===== config.mk =====
export PLATFORM = sky130hd
export DESIGN_NAME = mpt_fetch_arbiter_flat
export DESIGN_NICKNAME = d
export VERILOG_FILES = /design/src/rtl/mpt_fetch_arbiter.sv /design/src/rtl/mpt_fetch_arbiter_if.sv /design/src/flat_wrapper.sv
export SDC_FILE = /design/constraint.sdc
export NUM_CORES = 2
export LEC_CHECK = 0
export CAP_MARGIN = 40
export CORE_MARGIN = 3
export CORE_UTILIZATION = 55
export CTS_BUF_LIST = sky130_fd_sc_hd__clkbuf_4 sky130_fd_sc_hd__clkbuf_8 sky130_fd_sc_hd__clkbuf_16
export DETAILED_ROUTE_END_ITERATION = 6
export DONT_BUFFER_PORTS = 1
export GPL_ROUTABILITY_DRIVEN = 0
export GPL_TIMING_DRIVEN = 0
export PLACE_DENSITY = 0.73
export SLEW_MARGIN = 10
export SYNTH_ARGS = -nofsm -noshare
export SYNTH_HDL_FRONTEND = slang
export SYNTH_SLANG_ARGS = --single-unit
export TNS_END_PERCENT = 10

===== constraint.sdc =====
create_clock -name clk_i -period 5.05 [get_ports clk_i]
set_input_delay 0.505 -clock clk_i [delete_from_list [all_inputs] [get_ports clk_i]]
set_output_delay 0.505 -clock clk_i [all_outputs]
set_load 0.1 [all_outputs]

===== src/rtl/mpt_fetch_arbiter.sv =====
// MPT walker fetch stage: per-channel FIFOs, round-robin arbitration, MODE format check.
// Optional MPT_FETCH_FAULT_CNT_EN adds a saturating fault counter output fault_count_o.

package mpt_fetch_pkg;

  localparam logic [3:0] BARE_MODE    = 4'h0;
  localparam logic [3:0] SMMPT43_MODE = 4'h1;
  localparam logic [3:0] SMMPT52_MODE = 4'h2;
  localparam logic [3:0] SMMPT64_MODE = 4'h3;

  typedef struct packed {
    logic [3:0]  MODE;
    logic [15:0] SDID;
    logic [43:0] PPN;
  } mmpt_t;

  typedef struct packed {
    logic [20:0] ZERO;
    logic [42:0] ADDR;
  } spa43_t;

  typedef struct packed {
    logic [11:0] ZERO;
    logic [51:0] ADDR;
  } spa52_t;

  typedef union packed {
    spa43_t      spa43;
    spa52_t      spa52;
    logic [63:0] raw;
  } spa_t;

  typedef struct packed {
    mmpt_t mmpt;
    spa_t  spa;
  } mptw_transaction_t;

  typedef enum logic [1:0] {
    NO_ERROR       = 2'd0,
    NOT_VALID_ADDR = 2'd1
  } page_format_fault_e;

endpackage

module mpt_fetch_arbiter
  import mpt_fetch_pkg::*;
#(
  parameter int NUM_CHANNELS        = 2,
  parameter int FIFO_DEPTH          = 4,
  parameter int PIPELINE_DATA_WIDTH = $bits(mptw_transaction_t),
  parameter int CHID_W              = (NUM_CHANNELS > 1) ? $clog2(NUM_CHANNELS) : 1
) (
  input  logic                       clk_i,
  input  logic                       rst_ni,
  mpt_fetch_arbiter_if.slave         fetch_slave,
  mpt_fetch_arbiter_if.master        fetch_master,
  input  logic                       fetch_control_flush,
  output logic                       exception_valid_o,
  output page_format_fault_e         exception_cause_o,
  output logic [CHID_W-1:0]          exception_chid_o
`ifdef MPT_FETCH_FAULT_CNT_EN
  ,
  output logic [31:0]                fault_count_o
`endif
);

  localparam int PTR_W = $clog2(FIFO_DEPTH);
  localparam int CNT_W = $clog2(FIFO_DEPTH + 1);

  typedef logic [PIPELINE_DATA_WIDTH-1:0] data_t;

  data_t                   fifo_mem [NUM_CHANNELS][FIFO_DEPTH];
  logic [PTR_W-1:0]        wr_ptr   [NUM_CHANNELS];
  logic [PTR_W-1:0]        rd_ptr   [NUM_CHANNELS];
  logic [CNT_W-1:0]        count    [NUM_CHANNELS];
  logic [NUM_CHANNELS-1:0] full;
  logic [NUM_CHANNELS-1:0] empty;
  logic [NUM_CHANNELS-1:0] push;
  logic [NUM_CHANNELS-1:0] pop;

  logic [CHID_W-1:0]       rr_ptr;
  logic [CHID_W-1:0]       winner;
  logic                    winner_exists;
  mptw_transaction_t       head;
  page_format_fault_e      head_cause;
  logic                    fault;
  logic                    out_free;
  logic                    pop_en;

  logic                    out_valid;
  data_t                   out_data;
  logic [CHID_W-1:0]       out_chid;

  // ---------------------------------------------------------------------------
  // Slave side and FIFO status
  // ---------------------------------------------------------------------------
  always_comb begin
    for (int c = 0; c < NUM_CHANNELS; c++) begin
      full[c]  = (count[c] == CNT_W'(FIFO_DEPTH));
      empty[c] = (count[c] == '0);
    end
  end

  // Ready depends only on registered occupancy, reset and flush; never on the master side.
  assign fetch_slave.ready = (rst_ni && !fetch_control_flush) ? ~full : '0;
  assign push              = fetch_slave.valid & fetch_slave.ready;

  // NOTE: storage carries no reset; only pointers and counts define what is valid.
  always_ff @(posedge clk_i) begin
    for (int c = 0; c < NUM_CHANNELS; c++) begin
      if (push[c]) begin
        fifo_mem[c][wr_ptr[c]] <= fetch_slave.data[c];
      end
    end
  end

  // NOTE: sequential state uses non-blocking assignments so every register samples pre-edge values.
  always_ff @(posedge clk_i) begin
    if (!rst_ni || fetch_control_flush) begin
      for (int c = 0; c < NUM_CHANNELS; c++) begin
        wr_ptr[c] <= '0;
        rd_ptr[c] <= '0;
        count[c]  <= '0;
      end
    end else begin
      for (int c = 0; c < NUM_CHANNELS; c++) begin
        if (push[c]) wr_ptr[c] <= wr_ptr[c] + 1'b1;
        if (pop[c])  rd_ptr[c] <= rd_ptr[c] + 1'b1;
        case ({push[c], pop[c]})
          2'b10:   count[c] <= count[c] + 1'b1;
          2'b01:   count[c] <= count[c] - 1'b1;
          default: count[c] <= count[c];
        endcase
      end
    end
  end

  // ---------------------------------------------------------------------------
  // Round-robin arbiter: first non-empty channel at or after rr_ptr
  // ---------------------------------------------------------------------------
  // NOTE: every combinational output gets a default first so no latch is inferred.
  always_comb begin
    int idx;
    idx           = 0;
    winner_exists = 1'b0;
    winner        = '0;
    for (int i = 0; i < NUM_CHANNELS; i++) begin
      idx = int'(rr_ptr) + i;
      if (idx >= NUM_CHANNELS) idx = idx - NUM_CHANNELS;
      if (!winner_exists && !empty[idx]) begin
        winner_exists = 1'b1;
        winner        = CHID_W'(idx);
      end
    end
  end

  assign head = fifo_mem[winner][rd_ptr[winner]];

  always_comb begin
    head_cause = NO_ERROR;
    case (head.mmpt.MODE)
      BARE_MODE:    head_cause = NOT_VALID_ADDR;
      SMMPT43_MODE: if (head.spa.spa43.ZERO != '0) head_cause = NOT_VALID_ADDR;
      SMMPT52_MODE: if (head.spa.spa52.ZERO != '0) head_cause = NOT_VALID_ADDR;
      SMMPT64_MODE: head_cause = NO_ERROR;
      default:      head_cause = NOT_VALID_ADDR;
    endcase
  end

  // Faulting heads pop regardless of backpressure so they never queue behind a stalled output.
  assign fault    = (head_cause != NO_ERROR);
  assign out_free = !out_valid || fetch_master.ready[0];
  assign pop_en   = winner_exists && (fault || out_free) && !fetch_control_flush;

  always_comb begin
    pop = '0;
    if (pop_en) pop[winner] = 1'b1;
  end

  always_ff @(posedge clk_i) begin
    if (!rst_ni || fetch_control_flush) begin
      rr_ptr <= '0;
    end else if (pop_en) begin
      rr_ptr <= (winner == CHID_W'(NUM_CHANNELS - 1)) ? '0 : winner + 1'b1;
    end
  end

  // ---------------------------------------------------------------------------
  // Registered master port
  // ---------------------------------------------------------------------------
  always_ff @(posedge clk_i) begin
    if (!rst_ni) begin
      out_valid <= 1'b0;
      out_data  <= '0;
      out_chid  <= '0;
    end else if (fetch_control_flush) begin
      out_valid <= 1'b0;
    end else if (pop_en && !fault) begin
      out_valid <= 1'b1;
      out_data  <= head;
      out_chid  <= winner;
    end else if (fetch_master.ready[0]) begin
      out_valid <= 1'b0;
    end
  end

  assign fetch_master.valid   = out_valid;
  assign fetch_master.data[0] = out_data;
  assign fetch_master.chid    = out_chid;

  // ---------------------------------------------------------------------------
  // Exception pulse, one cycle per discarded transaction
  // ---------------------------------------------------------------------------
  always_ff @(posedge clk_i) begin
    if (!rst_ni) begin
      exception_valid_o <= 1'b0;
      exception_cause_o <= NO_ERROR;
      exception_chid_o  <= '0;
    end else if (fetch_control_flush) begin
      exception_valid_o <= 1'b0;
      exception_cause_o <= NO_ERROR;
    end else if (pop_en && fault) begin
      exception_valid_o <= 1'b1;
      exception_cause_o <= head_cause;
      exception_chid_o  <= winner;
    end else begin
      exception_valid_o <= 1'b0;
      exception_cause_o <= NO_ERROR;
    end
  end

`ifdef MPT_FETCH_FAULT_CNT_EN
  // Survives flush so software can read the total since the last reset.
  always_ff @(posedge clk_i) begin
    if (!rst_ni) begin
      fault_count_o <= '0;
    end else if (exception_valid_o && (fault_count_o != 32'hFFFF_FFFF)) begin
      fault_count_o <= fault_count_o + 32'd1;
    end
  end
`endif

  // ---------------------------------------------------------------------------
  // Design invariants
  // ---------------------------------------------------------------------------
  a_out_stable: assert property (@(posedge clk_i) disable iff (!rst_ni)
    out_valid && !fetch_master.ready[0] && !fetch_control_flush
    |=> out_valid && $stable(out_data) && $stable(out_chid));

  a_cause_idle: assert property (@(posedge clk_i) disable iff (!rst_ni)
    !exception_valid_o |-> exception_cause_o == NO_ERROR);

  a_no_overflow: assert property (@(posedge clk_i) disable iff (!rst_ni)
    (push & full) == '0);

endmodule


===== src/rtl/mpt_fetch_arbiter_if.sv =====
// Valid/ready/data bundle with LANES parallel lanes; the arbiter uses one instance per side.

interface mpt_fetch_arbiter_if #(
  parameter int LANES  = 1,
  parameter int DATA_W = 128,
  parameter int CHID_W = 1
);
  logic [LANES-1:0]             valid;
  logic [LANES-1:0]             ready;
  logic [LANES-1:0][DATA_W-1:0] data;
  logic [CHID_W-1:0]            chid;

  modport master (output valid, output data, output chid, input ready);
  modport slave  (input valid, input data, output ready);
endinterface


===== src/flat_wrapper.sv =====
// flat-port wrapper written by rule: the top's interface ports become plain ports
module mpt_fetch_arbiter_flat import mpt_fetch_pkg::*;
#(
  parameter int NUM_CHANNELS        = 2,
  parameter int FIFO_DEPTH          = 4,
  parameter int PIPELINE_DATA_WIDTH = $bits(mptw_transaction_t),
  parameter int CHID_W              = (NUM_CHANNELS > 1) ? $clog2(NUM_CHANNELS) : 1
)
  (clk_i, rst_ni, fetch_control_flush, exception_valid_o, exception_cause_o, exception_chid_o, fetch_slave_valid, fetch_slave_data, fetch_slave_ready, fetch_master_valid, fetch_master_data, fetch_master_chid, fetch_master_ready);
  mpt_fetch_arbiter_if #(.LANES((2)), .DATA_W(($bits(mptw_transaction_t))), .CHID_W(CHID_W)) fetch_slave_i ();
  mpt_fetch_arbiter_if #(.LANES(1), .DATA_W(($bits(mptw_transaction_t))), .CHID_W(CHID_W)) fetch_master_i ();
  input  logic clk_i;
  input  logic rst_ni;
  input  logic fetch_control_flush;
  output logic exception_valid_o;
  output page_format_fault_e exception_cause_o;
  output logic [CHID_W-1:0] exception_chid_o;
  input wire logic [$bits(fetch_slave_i.valid)-1:0] fetch_slave_valid;
  input wire logic [$bits(fetch_slave_i.data)-1:0] fetch_slave_data;
  output wire logic [$bits(fetch_slave_i.ready)-1:0] fetch_slave_ready;
  output wire logic [$bits(fetch_master_i.valid)-1:0] fetch_master_valid;
  output wire logic [$bits(fetch_master_i.data)-1:0] fetch_master_data;
  output wire logic [$bits(fetch_master_i.chid)-1:0] fetch_master_chid;
  input wire logic [$bits(fetch_master_i.ready)-1:0] fetch_master_ready;
  assign fetch_slave_i.valid = fetch_slave_valid;
  assign fetch_slave_i.data = fetch_slave_data;
  assign fetch_slave_ready = fetch_slave_i.ready;
  assign fetch_master_valid = fetch_master_i.valid;
  assign fetch_master_data = fetch_master_i.data;
  assign fetch_master_chid = fetch_master_i.chid;
  assign fetch_master_i.ready = fetch_master_ready;
  mpt_fetch_arbiter #(.NUM_CHANNELS(NUM_CHANNELS), .FIFO_DEPTH(FIFO_DEPTH), .PIPELINE_DATA_WIDTH(PIPELINE_DATA_WIDTH), .CHID_W(CHID_W)) u_core (.clk_i(clk_i), .rst_ni(rst_ni), .fetch_slave(fetch_slave_i), .fetch_master(fetch_master_i), .fetch_control_flush(fetch_control_flush), .exception_valid_o(exception_valid_o), .exception_cause_o(exception_cause_o), .exception_chid_o(exception_chid_o));
endmodule

==> results by group <==
Pwr
  • Power dissipated by switching net loads: 0.00722 W
  • VDD IR-drop max: 351 uV
  • Post-layout power: 0.0247 W
  • Int Power: 0.0175 W
  • Leakage Power: 21.2 nW
  • Power density of the placed cells: 437 nW/um2
  • Portion of total power attributed to sequential cells: 0.443
  • Power share of the combinational group: 0.200
  • Proportion of total power due to net switching: 0.292
  • Clock Power Share: 0.357

Timing
  • Time the final worst path needs with I/O delays and setup: 4.78 ns
  • Final WS setup: 0.266 ns
  • Relative slew margins: 0.385
  • Timing-limited maximum frequency: 0.209 GHz
  • Hold violation total from the final report: 0
  • Least-Margin Pin Slew: 0.922 ns
  • Tightest hold margin: 0.133 ns
  • Share of the cycle needed by the critical path after routing: 0.947
  • Final setup violation count: 0
  • Final count of pins violating max slew: 0
  • Setup repair after global routing missed its margin: false
  • Worst setup skew after layout: 0.0374 ns
  • Total Neg Setup Slack: 0 ns

Layout
  • Final #Nets: 4072
  • Fraction of layout instances using a drive strength above 1: 0.122
  • Area Overhead vs Synth: 25.1%
  • Post-layout util: 0.698

Drt
  • Final routed DRC violation total: 0
  • Via count: 31100
  • DRC marker count from the first detailed-route iteration: 3938
  • DRT antenna net count: 0
  • Number of optimization iterations in the first detailed-route pass: 5
  • Routed wire length per instance: 27.8 um
  • Wire length after detailed routing: 139000 um
  • Mean number of vias per cell: 6.24

GRT
  • Met1 Usage GRT: 0.416
  • Largest net degree at the start of global routing: 49
  • Met3 layer usage reported by global route: 0.0708
  • Number of antenna violations at the first check in global routing: 23
  • Layer carrying the most global-route usage: met2
  • Met2 track demand over resource: 0.517
  • Number of global-route vias before repair: 31100
  • Global route total overflow: 0
  • Global-route wire length before repair: 200000 um
  • Total Routing Usage GR: 0.318

Synthesis
  • Count of synthesis-stage warnings from yosys: 0
  • Share of synthesized area occupied by flip-flops and latches: 0.749
  • Avg Cell Area, Syn: 13.9 um2
  • Async set-or-reset flop fraction in the synthesized netlist: 0
  • Netlist area before placement: 45200 um2
  • Number of synthesized register bits: 1172
  • Post-synth top flop: sky130_fd_sc_hd__edfxtp_1
  • Synthesized instance count: 3257
  • Cell type contributing the most total cell area after synthesis: sky130_fd_sc_hd__edfxtp_1
  • Unique masters post-synth: 44
  • Area share of the leading cell type in the synthesized netlist: 0.690
  • Cell types with the largest area share after synthesis: sky130_fd_sc_hd__edfxtp_1 69%, sky130_fd_sc_hd__nand2_1 8.2%, sky130_fd_sc_hd__dfxtp_1 5.9%
  • Number of enable-type register cells in the synthesized netlist: 1038
  • Number of nets produced by synthesis: 3534

Floorplan
  • Number of placement rows: 104
  • Vertical extent of the die: 293 um
  • Placeable Area: 80900 um2
  • Initial cell density of the core: 0.558
  • Boundary Pins: 398
  • Width of the die: 293 um
  • Total die area: 85600 um2

CTS
  • CTS H-Tree Depth: 3
  • CTS tree: done
  • Clock network latency to the later pin of the worst-skew pair: 0.68 ns
  • Clk pin slew, worst setup/hold paths: 0.06 ns
  • Total clock buffers created by CTS: 112
  • Root buffer cell: sky130_fd_sc_hd__clkbuf_16
  • Maximum count of clock buffers along a single path: 3
  • Clock sink total: 1172

Critical path
  • Required time reported for the critical path endpoint: 5.65 ns
  • Type of element launching the critical path: flip-flop
  • Critical path capture point type: flip-flop
  • Signal arrival time at the worst endpoint: 5.39 ns
  • Type of the worst setup path: reg -> reg
  • Top fanout value on the critical path: 10

Status
  • Status: completed

Place
  • Number of I/O port buffers: 0
  • Pre-CTS worst setup slack: -0.211 ns
  • Detailed placement HPWL: 87900 um

Job
  • Reported max-cap violation count: 0

Min path
  • Hold Path Class: in -> reg
[area by class of cell]
cell class,count,area (um2)
diodes,32,80.1
plain buffers,227,983
clock buffers,157,3230
clock inverters,53,674
fillers,5058,24400
inverters,10,37.5
multi-input cells,1847,10400
flip-flops and latches,1172,33900
well taps,1060,1330
repair buffers,425,5940
[path summary, 6_finish.rpt]
check                                               to  cells past startpoint                          from  slack (ns)
max reg2reg  u_core.fetch_master.data[25]$_SDFFE_PN0P_                     15  u_core.count[1][0]$_DFFE_PP_        0.27
max          u_core.fetch_master.data[25]$_SDFFE_PN0P_                     15  u_core.count[1][0]$_DFFE_PP_        0.27
min             u_core.fetch_master.valid$_SDFFE_PP0P_                      3            fetch_master_ready        0.13
min reg2reg                 u_core.rr_ptr$_SDFFE_PP0N_                      2    u_core.rr_ptr$_SDFFE_PP0N_        0.49
[routing by layer]
layer / vias to the layer above / wire (um)
met5: - / 82
met4: 14 / 6380
met3: 410 / 14500
met2: 2116 / 66600
met1: 15300 / 51100
li1: 13200 / -
[layout by cell type, fill, tap and decap left out, types with 9 or more instances in the layout]
cell type	synthesis	layout
sky130_fd_sc_hd__dlygate4sd3_1	0	256
sky130_fd_sc_hd__inv_1	10	10
sky130_fd_sc_hd__nand2_1	983	983
sky130_fd_sc_hd__buf_2	12	12
sky130_fd_sc_hd__clkbuf_1	181	176
sky130_fd_sc_hd__nand3_1	234	234
sky130_fd_sc_hd__a21oi_1	15	14
sky130_fd_sc_hd__diode_2	0	32
sky130_fd_sc_hd__buf_8	0	88
sky130_fd_sc_hd__buf_16	0	68
sky130_fd_sc_hd__o211a_1	123	123
sky130_fd_sc_hd__and3_1	111	103
sky130_fd_sc_hd__ha_1	14	14
sky130_fd_sc_hd__buf_4	27	28
sky130_fd_sc_hd__bufinv_16	0	15
sky130_fd_sc_hd__nor2_1	25	25
sky130_fd_sc_hd__nor3_1	16	16
sky130_fd_sc_hd__clkbuf_8	0	12
sky130_fd_sc_hd__clkbuf_16	0	113
sky130_fd_sc_hd__mux4_2	42	42
sky130_fd_sc_hd__a311oi_1	103	103
sky130_fd_sc_hd__mux2i_1	12	9
sky130_fd_sc_hd__a211oi_1	9	9
sky130_fd_sc_hd__a31oi_1	105	104
sky130_fd_sc_hd__clkinv_1	0	12
sky130_fd_sc_hd__dfxtp_1	134	134
sky130_fd_sc_hd__clkbuf_4	0	32
sky130_fd_sc_hd__nor2b_1	9	9
sky130_fd_sc_hd__edfxtp_1	1038	1038
sky130_fd_sc_hd__clkinv_2	0	17
[state kept, by name, indices dropped and copies added (netlist names)]
register and count:
u_core.fetch_master.valid 1, u_core.wr_ptr 4, u_core.rr_ptr 1, u_core.count 6, u_core.fetch_master.data 128, u_core.exception_cause_o 1
u_core.fetch_master.chid 1, u_core.exception_chid_o 1, u_core.exception_valid_o 1, u_core.fifo_mem 1024, u_core.rd_ptr 4
[power by group through the flow]
stage / Sequential, W / Clock (W) / Combinational [W]
6_report: 0.0109 / 0.00883 / 0.00495
3_5_place_dp: 0.0111 / 0 / 0.00455
2_1_floorplan: 0.0116 / 0 / 0.00225
4_1_cts: 0.0109 / 0.00883 / 0.00484
5_1_grt: 0.0110 / 0.00922 / 0.00522
3_3_place_gp: 0.0117 / 0 / 0.00360
[what timing repair did]
item,CTS,global route
setup endpoints to repair,5,16
gates resized for setup,0,7
hold buffers,256,0
setup buffers,1,0
hold endpoints to repair,1024,0
[worst max-delay path: stages, from the launching register on]
cell,delay (ns)
sky130_fd_sc_hd__edfxtp_1,0.42
sky130_fd_sc_hd__inv_1,0.10
sky130_fd_sc_hd__ha_1,0.21
sky130_fd_sc_hd__nor2b_1,0.28
sky130_fd_sc_hd__o21bai_1,0.18
sky130_fd_sc_hd__buf_2,0.33
sky130_fd_sc_hd__mux2i_2,0.47
sky130_fd_sc_hd__clkbuf_1,0.51
sky130_fd_sc_hd__clkbuf_1,0.45
sky130_fd_sc_hd__buf_8,0.22
sky130_fd_sc_hd__clkbuf_1,0.50
sky130_fd_sc_hd__nand2_1,0.13
sky130_fd_sc_hd__a311oi_1,0.32
sky130_fd_sc_hd__a31oi_1,0.11
sky130_fd_sc_hd__nand2_1,0.27
sky130_fd_sc_hd__o211a_1,0.20
[synth_stat cells, types with 25 or more instances]
cell type,number
sky130_fd_sc_hd__nor2_1,25
sky130_fd_sc_hd__mux4_2,42
sky130_fd_sc_hd__and3_1,111
sky130_fd_sc_hd__nand2_1,983
sky130_fd_sc_hd__nand3_1,234
sky130_fd_sc_hd__edfxtp_1,1038
sky130_fd_sc_hd__o211a_1,123
sky130_fd_sc_hd__a31oi_1,105
sky130_fd_sc_hd__a311oi_1,103
sky130_fd_sc_hd__buf_4,27
sky130_fd_sc_hd__clkbuf_1,181
sky130_fd_sc_hd__dfxtp_1,134
[through the flow]
stage | cells | instance area (um2)
global route | 4959 | 56500
CTS | 4951 | 56400
finish | 4983 | 56500
floorplan | 3257 | 45200
detailed placement | 4485 | 50000
global placement | 4317 | 46500
[cell families after synthesis]
logic type | after synthesis | share of synthesized area
xor gates and xnor gates | 6 | 0.00116
adders and majority gates | 15 | 0.00432
muxes | 55 | 0.0238
AOI/OAI and AO/OA | 376 | 0.0682
buffers and inverters | 238 | 0.0225
DFF | 1172 | 0.749
other | 1 | 0.0000830
and+or+nand+nor | 1394 | 0.131
No activity file was read; power rests on OpenSTA's default activity.
